**config.mk**
```make
export PLATFORM = sky130hd
export DESIGN_NAME = inst_trace_buffer_flat
export DESIGN_NICKNAME = d
export VERILOG_FILES = /design/src/rtl/inst_trace_buffer_if.sv /design/src/rtl/inst_trace_buffer.sv /design/src/flat_wrapper.sv
export SDC_FILE = /design/constraint.sdc
export NUM_CORES = 1
export LEC_CHECK = 0
export ABC_AREA = 1
export CAP_MARGIN = 5
export CORE_ASPECT_RATIO = 0.7
export CORE_MARGIN = 1.5
export CORE_UTILIZATION = 45
export DETAILED_ROUTE_END_ITERATION = 10
export HOLD_SLACK_MARGIN = 0.12
export PLACE_DENSITY_LB_ADDON = 0.15
export SYNTH_ARGS = -nofsm -noshare
export SYNTH_HDL_FRONTEND = slang
export SYNTH_SLANG_ARGS = --single-unit
```
**constraint.sdc**
```tcl
create_clock -name clk -period 7.54 [get_ports clk]
set_input_delay 1.131 -clock clk [delete_from_list [all_inputs] [get_ports clk]]
set_output_delay 1.131 -clock clk [all_outputs]
set_load 0.005 [all_outputs]
```
**src/rtl/inst_trace_buffer_if.sv**
```systemverilog
// Capture/display handshake bundle for inst_trace_buffer.
// master: IF stage + display consumer side, slave: the trace buffer.
interface inst_trace_buffer_if #(
  parameter int SEQ_W = 16
);
  logic             cap_valid;
  logic [31:0]      cap_pc;
  logic [31:0]      cap_inst;
  logic             out_ready;
  logic             out_valid;
  logic [31:0]      out_pc;
  logic [31:0]      out_inst;
  logic [SEQ_W-1:0] out_seq;

  modport master (
    output cap_valid, cap_pc, cap_inst, out_ready,
    input  out_valid, out_pc, out_inst, out_seq
  );

  modport slave (
    input  cap_valid, cap_pc, cap_inst, out_ready,
    output out_valid, out_pc, out_inst, out_seq
  );
endinterface

```
**src/rtl/inst_trace_buffer.sv**
```systemverilog
// Instruction trace buffer: FIFO of {pc, inst, seq} between the fetch stage
// and a slow, back-pressured disassembler/debug printer. Fetch is never
// stalled; captures arriving while full are dropped and counted.
// Optional feature macro: TRACE_NOP_FILTER_EN (drop all-zero nop words
// before they reach the buffer).
module inst_trace_buffer #(
  parameter int DEPTH = 16,
  parameter int AW    = 4,
  parameter int SEQ_W = 16
) (
  input  logic                 clk,
  input  logic                 rst_n,
  inst_trace_buffer_if.slave   tif,
  input  logic                 flush,
  input  logic                 clr_ovf,
  output logic [AW:0]          count,
  output logic                 overflow,
  output logic [SEQ_W-1:0]     drop_cnt
);

  localparam logic [AW:0] FULL_CNT = (AW+1)'(DEPTH);
  localparam logic [AW:0] ONE_CNT  = (AW+1)'(1);

  logic [31:0]      mem_pc   [DEPTH];
  logic [31:0]      mem_inst [DEPTH];
  logic [SEQ_W-1:0] mem_seq  [DEPTH];

  logic [AW-1:0]    wr_ptr;
  logic [AW-1:0]    rd_ptr;
  logic [AW-1:0]    rd_ptr_nxt;
  logic [SEQ_W-1:0] seq;
  logic [AW:0]      count_nxt;

  logic             cap_eff;
  logic             full;
  logic             pop;
  logic             push;
  logic             drop;
  logic             head_from_cap;
  logic             head_load;
  logic [31:0]      head_pc;
  logic [31:0]      head_inst;
  logic [SEQ_W-1:0] head_seq;

  // Qualify the capture strobe, optionally hiding nops from the buffer.
  always_comb begin
    cap_eff = tif.cap_valid;
`ifdef TRACE_NOP_FILTER_EN
    if (tif.cap_inst == 32'h0000_0000) begin
      cap_eff = 1'b0;
    end
`else
    cap_eff = tif.cap_valid;
`endif
  end

  // Push/pop/drop decisions; flush swallows any capture in the same cycle.
  always_comb begin
    full = (count == FULL_CNT);
    pop  = tif.out_valid & tif.out_ready;
    push = cap_eff & (~full | pop) & ~flush;
    drop = cap_eff & full & ~pop & ~flush;
  end

  // Next occupancy and next head location.
  always_comb begin
    count_nxt  = count;
    rd_ptr_nxt = rd_ptr;
    if (pop) begin
      rd_ptr_nxt = rd_ptr + 1'b1;
    end
    unique case ({push, pop})
      2'b10:   count_nxt = count + ONE_CNT;
      2'b01:   count_nxt = count - ONE_CNT;
      default: count_nxt = count;
    endcase
    if (flush) begin
      count_nxt = '0;
    end
  end

  // Choose what the registered head shows after this edge: the incoming
  // capture when it becomes the only entry, otherwise the stored slot.
  always_comb begin
    head_from_cap = push & ((count == '0) | ((count == ONE_CNT) & pop));
    head_load     = ~flush & (count_nxt != '0);
    head_pc       = mem_pc[rd_ptr_nxt];
    head_inst     = mem_inst[rd_ptr_nxt];
    head_seq      = mem_seq[rd_ptr_nxt];
    if (head_from_cap) begin
      head_pc   = tif.cap_pc;
      head_inst = tif.cap_inst;
      head_seq  = seq;
    end
  end

  // Entry storage; contents need no reset since count gates visibility.
  always_ff @(posedge clk) begin
    if (push) begin
      mem_pc[wr_ptr]   <= tif.cap_pc;
      mem_inst[wr_ptr] <= tif.cap_inst;
      mem_seq[wr_ptr]  <= seq;
    end
  end

  // Pointers, occupancy and sequence tag.
  always_ff @(posedge clk or negedge rst_n) begin
    if (!rst_n) begin
      wr_ptr <= '0;
      rd_ptr <= '0;
      count  <= '0;
      seq    <= '0;
    end else begin
      count <= count_nxt;
      if (flush) begin
        wr_ptr <= '0;
        rd_ptr <= '0;
      end else begin
        rd_ptr <= rd_ptr_nxt;
        if (push) begin
          wr_ptr <= wr_ptr + 1'b1;
        end
      end
      if (push) begin
        seq <= seq + 1'b1;
      end
    end
  end

  // Registered head presented to the consumer; held stable until popped.
  always_ff @(posedge clk or negedge rst_n) begin
    if (!rst_n) begin
      tif.out_valid <= 1'b0;
      tif.out_pc    <= '0;
      tif.out_inst  <= '0;
      tif.out_seq   <= '0;
    end else begin
      tif.out_valid <= (count_nxt != '0);
      if (head_load) begin
        tif.out_pc   <= head_pc;
        tif.out_inst <= head_inst;
        tif.out_seq  <= head_seq;
      end
    end
  end

  // Sticky overflow flag and saturating drop counter; clear beats a drop.
  always_ff @(posedge clk or negedge rst_n) begin
    if (!rst_n) begin
      overflow <= 1'b0;
      drop_cnt <= '0;
    end else if (clr_ovf) begin
      overflow <= 1'b0;
      drop_cnt <= '0;
    end else if (drop) begin
      overflow <= 1'b1;
      if (drop_cnt != '1) begin
        drop_cnt <= drop_cnt + 1'b1;
      end
    end
  end

endmodule

```
**src/flat_wrapper.sv**
```systemverilog
// flat-port wrapper written by rule: the top's interface ports become plain ports
module inst_trace_buffer_flat 
#(
  parameter int DEPTH = 16,
  parameter int AW    = 4,
  parameter int SEQ_W = 16
)
  (clk, rst_n, flush, clr_ovf, count, overflow, drop_cnt, tif_cap_valid, tif_cap_pc, tif_cap_inst, tif_out_ready, tif_out_valid, tif_out_pc, tif_out_inst, tif_out_seq);
  inst_trace_buffer_if #(.SEQ_W(SEQ_W)) tif_i ();
  input  logic clk;
  input  logic rst_n;
  input  logic flush;
  input  logic clr_ovf;
  output logic [AW:0] count;
  output logic overflow;
  output logic [SEQ_W-1:0] drop_cnt;
  input wire logic [$bits(tif_i.cap_valid)-1:0] tif_cap_valid;
  input wire logic [$bits(tif_i.cap_pc)-1:0] tif_cap_pc;
  input wire logic [$bits(tif_i.cap_inst)-1:0] tif_cap_inst;
  input wire logic [$bits(tif_i.out_ready)-1:0] tif_out_ready;
  output wire logic [$bits(tif_i.out_valid)-1:0] tif_out_valid;
  output wire logic [$bits(tif_i.out_pc)-1:0] tif_out_pc;
  output wire logic [$bits(tif_i.out_inst)-1:0] tif_out_inst;
  output wire logic [$bits(tif_i.out_seq)-1:0] tif_out_seq;
  assign tif_i.cap_valid = tif_cap_valid;
  assign tif_i.cap_pc = tif_cap_pc;
  assign tif_i.cap_inst = tif_cap_inst;
  assign tif_i.out_ready = tif_out_ready;
  assign tif_out_valid = tif_i.out_valid;
  assign tif_out_pc = tif_i.out_pc;
  assign tif_out_inst = tif_i.out_inst;
  assign tif_out_seq = tif_i.out_seq;
  inst_trace_buffer #(.DEPTH(DEPTH), .AW(AW), .SEQ_W(SEQ_W)) u_core (.clk(clk), .rst_n(rst_n), .tif(tif_i), .flush(flush), .clr_ovf(clr_ovf), .count(count), .overflow(overflow), .drop_cnt(drop_cnt));
endmodule
```
==> results of run 1 <==
## cell type report
cell class,instances,area [sq um],share of cell area (%)
Sequential cell,1407,41600,60.1
Multi-Input combinational cell,3467,16400,23.6
Clock buffer,200,4010,5.79
Timing Repair Buffer,242,2570,3.72
Tap cell,1782,2230,3.22
Inverter,541,2040,2.95
Clock inverter,56,404,0.584
Antenna cell,1,2.50,0.00361
## placed cells by master, fill, tap and decap left out, drive strengths merged
cell	instances
a21oi	11
and3	1
buf	71
bufinv	5
clkbuf	200
clkdlybuf4s50	171
clkinv	42
clkinvlp	2
dfrtp	127
diode	1
edfxtp	1280
ha	13
inv	548
nand2	1698
nand3	1330
nand3b	241
nand4	5
nor2	44
nor3	9
o21ai	12
o31ai	10
or2	66
xnor2	1
xor2	26
## worst paths after layout
check                      slack [ns]                                 from                                   to
hold reg to reg                  0.48  u_core.tif.out_inst[27]$_DFFE_PN0P_  u_core.tif.out_inst[27]$_DFFE_PN0P_
max in group asynchronous        5.93                                rst_n     u_core.tif.out_pc[8]$_DFFE_PN0P_
setup reg to reg                 2.22            u_core.count[0]$_DFF_PN0_  u_core.tif.out_inst[16]$_DFFE_PN0P_
hold / removal                   0.47                                rst_n    u_core.tif.out_pc[25]$_DFFE_PN0P_
min in group clk                 0.48  u_core.tif.out_inst[27]$_DFFE_PN0P_  u_core.tif.out_inst[27]$_DFFE_PN0P_
setup / recovery                 1.89                        tif_out_ready  u_core.tif.out_inst[16]$_DFFE_PN0P_
## layer usage
layer | track usage, % | up-vias
met5 | 0 | -
met3 | 4.15 | 232
met4 | 6.33 | 4
met2 | 39.6 | 1381
li1 | - | 19617
met1 | 36.4 | 20791
## through the flow
stage	instance area, sq um	utilization, %
6_report	69200	51.1
5_1_grt	69200	51.1
3_5_place_dp	64800	47.8
3_3_place_gp	64800	47.8
4_1_cts	69200	51.1
2_1_floorplan	61400	-
## power by group
| part | internal, uW | total (uW) | leakage, uW | switching [uW] |
|---|---|---|---|---|
| Clock | 3870 | 6860 | 0.00216 | 2990 |
| Sequential | 8990 | 9370 | 0.0129 | 388 |
| Combinational | 2030 | 6380 | 0.0122 | 4350 |
## flip-flops by register name, indices dropped and copies added (netlist names)
name	cells
u_core.mem_pc	512
u_core.drop_cnt	16
u_core.tif.out_valid	1
u_core.count	5
u_core.wr_ptr	4
u_core.overflow	1
u_core.seq	16
u_core.tif.out_inst	32
u_core.mem_seq	256
u_core.tif.out_seq	16
u_core.tif.out_pc	32
u_core.mem_inst	512
u_core.rd_ptr	4
## cells by family (layout without fill, tap and decap cells)
logic type,Yosys count,count (layout),synth area share [%]
XOR/XNOR,27,27,0.397
flip-flops,1407,1407,67.7
AO/OA/AOI/OAI,33,33,0.316
buffers and inverters,913,1039,6.03
AND/OR/NAND/NOR,3394,3394,25.3
other,0,1,0
adder cells (fa/ha/maj),13,13,0.265
==> reports/metrics.csv, run 1 <==
metric,value,unit
status,finished clean,
I/O pin cnt,173,
DRT antenna net count,0,
Worst Slack Setup Final,1.89,ns
Yosys cell types,29,
DR WL/cell,22.8,microns
met3 routed WL,11.3,mm
Yosys warnings,0,
Post-synth EDFFs,1280,
leak pwr,0.0273,uW
Post-CTS Hold Buffers,0,
Final Skew,0.0236,ns
Place WS,1.06,ns
Netlist Area Pre-Place,61400,sq um
Post-Syn Instances,5787,
wire length on met1,80.0,mm
Detailed Route WL,176,mm
most frequent cell after synthesis,nand2_1,
fmax,177,MHz
CTS tree,built,
type of origin of the critical path,input pin,
instance count on the critical path,17,
gpl congestion,0.797,
clock sinks,1407,
Least-Margin Pin Slew,1.26,ns
fin crit share,75.0,%
Worst Path Max Fanout,48,
FP Rows,113,
DR iter-0 viols,4005,
DR WL met2,81.4,mm
clk slew on worst S/H paths,0.06,ns
worst min path class,in -> async,
P&R area growth vs syn,12.7,%
DR vias,42025,
CP Data Arrival Time,6.34,ns
Finished Layout Cells,7696,
largest net degree at the start of global routing,199,
Remaining DRCs,0,
Starting Density,45.3,%
Port Buffer Count,172,
critical path's largest stage delay,0.91,ns
Async SR Flop Fraction,9.03,%
average via count per standard cell,5.46,
# setup viols final,0,
Rel. slew slack,15.9,%
Critical-path top delay cell,inv_4,
drt pass-1 iters,8,
# fillers,11898,
clock buffer depth,3,
"Primary FF master, synth",edfxtp_1,
Placed Cells,7439,
Total Routing Usage GR,25.2,%
CP Cell Sequence,clkdlybuf4s50_1 -> nand2_2 -> inv_2 -> nor3_2 -> nor2_1 -> inv_1 -> ha_1 -> inv_1 -> nand3_1 -> nand2_1 -> nand2_1 -> a21oi_1 -> nand3_4 -> inv_4 -> buf_4 -> nand2_1 -> nand2_1,
max layer used,met5,
grt ovf,0,
Top delay family on crit path,buffers and inverters,
Die H,312,microns
CP Class,in -> reg,
Final Power,22600,uW
Max Cap Violations,0,
Total Nets Final,5883,
VDD IR max,226,uV
first-pass GRT wire length,263,mm
synth top area cells,"edfxtp_1, nand3_1, nand2_1, dfrtp_1, inv_1",
HPWL Detailed,80.1,mm
initial antenna violation count,2,
core area,136000,sq um
Synth Area per Inst,10.6,sq um
pwr dens,327,nW/um^2
Worst Path Required,8.23,ns
die area,139000,sq um
clk_lat worst skew,0.77,ns
CTS buffer count,141,
fraction of layout cells with a size suffix above 1,5.07,%
min Tclk post-route,5.65,ns
post-synthesis sequential area ratio,67.7,%
number of global-route vias before repair,40461,
H-Tree Level Count,4,
worst path bufs/invs,6,
syn nets,5870,
setup TNS,0,ns
final slew viol count,0,
Post-CTS Setup Repair Bufs,0,
CP Capture Type,flip-flop,
die width,445,microns
synth cell count leaders,"nand2_1, nand3_1, edfxtp_1",
post-synth top area share,62.6,%
minimum hold slack,0.466,ns
clock root buffer,clkbuf_16,
largest area contributor in the netlist,edfxtp_1,
R2R cell count,17,
setup repair after global routing missed its margin,no,
"flops & latches, synth",1407,
post-CTS resize count,0,
"most used cell, CP",nand2_1,
Final Hold Vio Count,0,
Note: power is estimated with default switching activity, not from simulation.
==> run 2: changes to the inputs <==
==> constraint.sdc (replaced) <==
create_clock -name clk -period 4.95 [get_ports clk]
set_input_delay 0.7425 -clock clk [delete_from_list [all_inputs] [get_ports clk]]
set_output_delay 0.7425 -clock clk [all_outputs]
set_load 0.005 [all_outputs]
==> reports/metrics.csv, run 2 (same netlist as run 1, synthesis figures left out) <==
metric,value,unit,change
Least-Margin Pin Slew,1.26,ns,about the same
clock root buffer,clkbuf_16,,unchanged
clk slew on worst S/H paths,0.06,ns,about the same
clock sinks,1407,,unchanged
Critical Path Sink,u_core.tif.out_pc[5]$_DFFE_PN0P_,,was u_core.tif.out_inst[16]$_DFFE_PN0P_
CTS tree,built,,unchanged
minimum hold slack,0.478,ns,was 0.466 ns
CP Data Arrival Time,4.04,ns,was 6.34 ns
CP Class,reg -> reg,,was in -> reg
register share of total power,40.5,%,was 41.4%
Final Hold Vio Count,0,,unchanged
final core utilization,51.9,%,was 51.1%
first-pass GRT wire length,266,mm,was 263 mm
core area,136000,sq um,unchanged
# fillers,11824,,"was 11,898"
Worst Path Max Fanout,49,,was 48
Rel. slew slack,15.6,%,was 15.9%
initial antenna violation count,7,,was 2
Die H,312,microns,unchanged
post-CTS resize count,0,,unchanged
clock buffer depth,3,,unchanged
largest net degree at the start of global routing,149,,was 199
HPWL Detailed,87.0,mm,was 80.1 mm
"most common cell after layout, fill and taps aside",nand2_1,,unchanged
register area,41600,sq um,unchanged
Setup crit start,u_core.count[0]$_DFF_PN0_,,was tif_out_ready
final slew viol count,0,,unchanged
die width,445,microns,unchanged
Comb power frac,28.4,%,was 28.2%
Total Routing Usage GR,25.3,%,was 25.2%
Worst Path Required,5.65,ns,was 8.23 ns
Total Nets Final,5935,,"was 5,883"
Detailed Route WL,176,mm,about the same
grt ovf,0,,unchanged
H-Tree Level Count,4,,unchanged
Crit Reg-Reg Startpoint,u_core.count[0]$_DFF_PN0_,,unchanged
Post-CTS Setup Repair Bufs,0,,unchanged
leak pwr,0.0278,uW,was 0.0273 uW
fraction of layout cells with a size suffix above 1,6.25,%,was 5.07%
Remaining DRCs,0,,unchanged
Post-CTS Hold Buffers,1,,was 0
Placed Cells,7490,,"was 7,439"
setup TNS,0,ns,unchanged
Internal Power,23400,uW,"was 14,900 uW"
type of origin of the critical path,flip-flop,,was input pin
pwr dens,504,nW/um^2,was 327 nW/um^2
multi-input logic area,16300,sq um,"was 16,400 sq um"
Starting Density,45.3,%,unchanged
DR vias,42299,,"was 42,025"
DR iter-0 viols,4943,,"was 4,005"
DR WL/cell,22.7,microns,was 22.8 microns
drt pass-1 iters,6,,was 8
Max Cap Violations,0,,unchanged
Reg-to-Reg End,u_core.tif.out_pc[5]$_DFFE_PN0P_,,was u_core.tif.out_inst[16]$_DFFE_PN0P_
top flop regs,"u_core.mem_inst x512, u_core.mem_pc x512, u_core.mem_seq x256",,unchanged
Port Buffer Count,172,,unchanged
r2r setup slk,1.60,ns,was 2.22 ns
die area,139000,sq um,unchanged
sw power,12000,uW,was 7730 uW
CP Capture Type,flip-flop,,unchanged
number of global-route vias before repair,40655,,"was 40,461"
DRT antenna net count,0,,unchanged
# setup viols final,0,,unchanged
R2R cell count,18,,was 17
fin crit share,67.6,%,
fmax,299,MHz,
Finished Layout Cells,7749,,"was 7,696"
CTS buffer count,141,,unchanged
min Tclk post-route,3.35,ns,
FP Rows,113,,unchanged
Final Skew,0.0328,ns,was 0.0236 ns
average via count per standard cell,5.46,,about the same
HP Start,u_core.tif.out_inst[27]$_DFFE_PN0P_,,
status,finished clean,,unchanged
gpl congestion,0.797,,about the same
"commonest cells after routing, fill and taps aside","nand2_1, nand3_1, edfxtp_1",,unchanged
sw frac,33.8,%,was 34.2%
VDD IR max,386,uV,was 226 uV
clock network power share,31.1,%,was 30.3%
worst min path class,reg -> reg,,was in -> async
setup repair after global routing missed its margin,no,,unchanged
P&R area growth vs syn,14.4,%,was 12.7%
I/O pin cnt,173,,unchanged
clk_lat worst skew,0.78,ns,was 0.77 ns
[run 2: cell type report]
| class | instances | share of cell area, % |
|---|---|---|
| Antenna cell | 2 | 0.00712 |
| Multi-Input combinational cell | 3467 | 23.2 |
| Inverter | 541 | 2.90 |
| Clock inverter | 67 | 1.10 |
| Clock buffer | 189 | 5.57 |
| Sequential cell | 1407 | 59.2 |
| Timing Repair Buffer | 294 | 4.82 |
| Tap cell | 1782 | 3.17 |
[run 2: metrics by stage]
| step | cell area, sq um | total power (uW) | setup WS [ns] |
|---|---|---|---|
| after floorplan | 61400 | 20700 | -0.551 |
| after global placement | 65600 | 24600 | 1.03 |
| after detailed placement | 65600 | 24600 | 0.960 |
| after CTS | 70300 | 35600 | 1.66 |
| after global routing | 70300 | 37300 | 1.35 |
| final | 70300 | 35400 | 1.60 |
[run 2: worst max-delay path, cell delays in order, from the launching register on]
cell and delay (ns):
dfrtp_1 0.50, inv_1 0.14, ha_1 0.21, nand2_1 0.10
nor3_2 0.06, nor2_1 0.12, inv_1 0.09, ha_1 0.40
inv_1 0.12, nand3_1 0.10, nand2_1 0.08, nand2_1 0.08
a21oi_1 0.06, nand3_4 0.12, buf_4 0.67, nand2_1 0.13
inv_1 0.09, nand2_1 0.06, nand2_1 0.06
[run 2: per-layer routing]
| metal | global-route usage (%) | share of wire (%) | vias up |
|---|---|---|---|
| met5 | 0 | 0.019 | - |
| met4 | 6.45 | 1.8 | 6 |
| met3 | 3.68 | 7.2 | 216 |
| met2 | 39.1 | 45 | 1552 |
| met1 | 37.6 | 46 | 20784 |
| li1 | - | - | 19741 |
[run 2: power groups by stage]
| stage | clock network (uW) | registers [uW] | logic (uW) |
|---|---|---|---|
| after global placement | 0 | 14600 | 10000 |
| after floorplan | 0 | 14300 | 6370 |
| after CTS | 11200 | 14300 | 10100 |
| after detailed placement | 0 | 14600 | 10100 |
| final | 11000 | 14300 | 10100 |
| after global routing | 11600 | 14400 | 11200 |
[run 2: worst min path at each step]
stage                                          endpoint  depth (start not counted)
floorplan                     u_core.count[0]$_DFF_PN0_                          0
global placement      u_core.tif.out_pc[12]$_DFFE_PN0P_                          2
detailed placement    u_core.tif.out_pc[17]$_DFFE_PN0P_                          2
CTS                   u_core.tif.out_pc[17]$_DFFE_PN0P_                          2
global route          u_core.tif.out_seq[0]$_DFFE_PN0P_                          2
finish              u_core.tif.out_inst[27]$_DFFE_PN0P_                          2
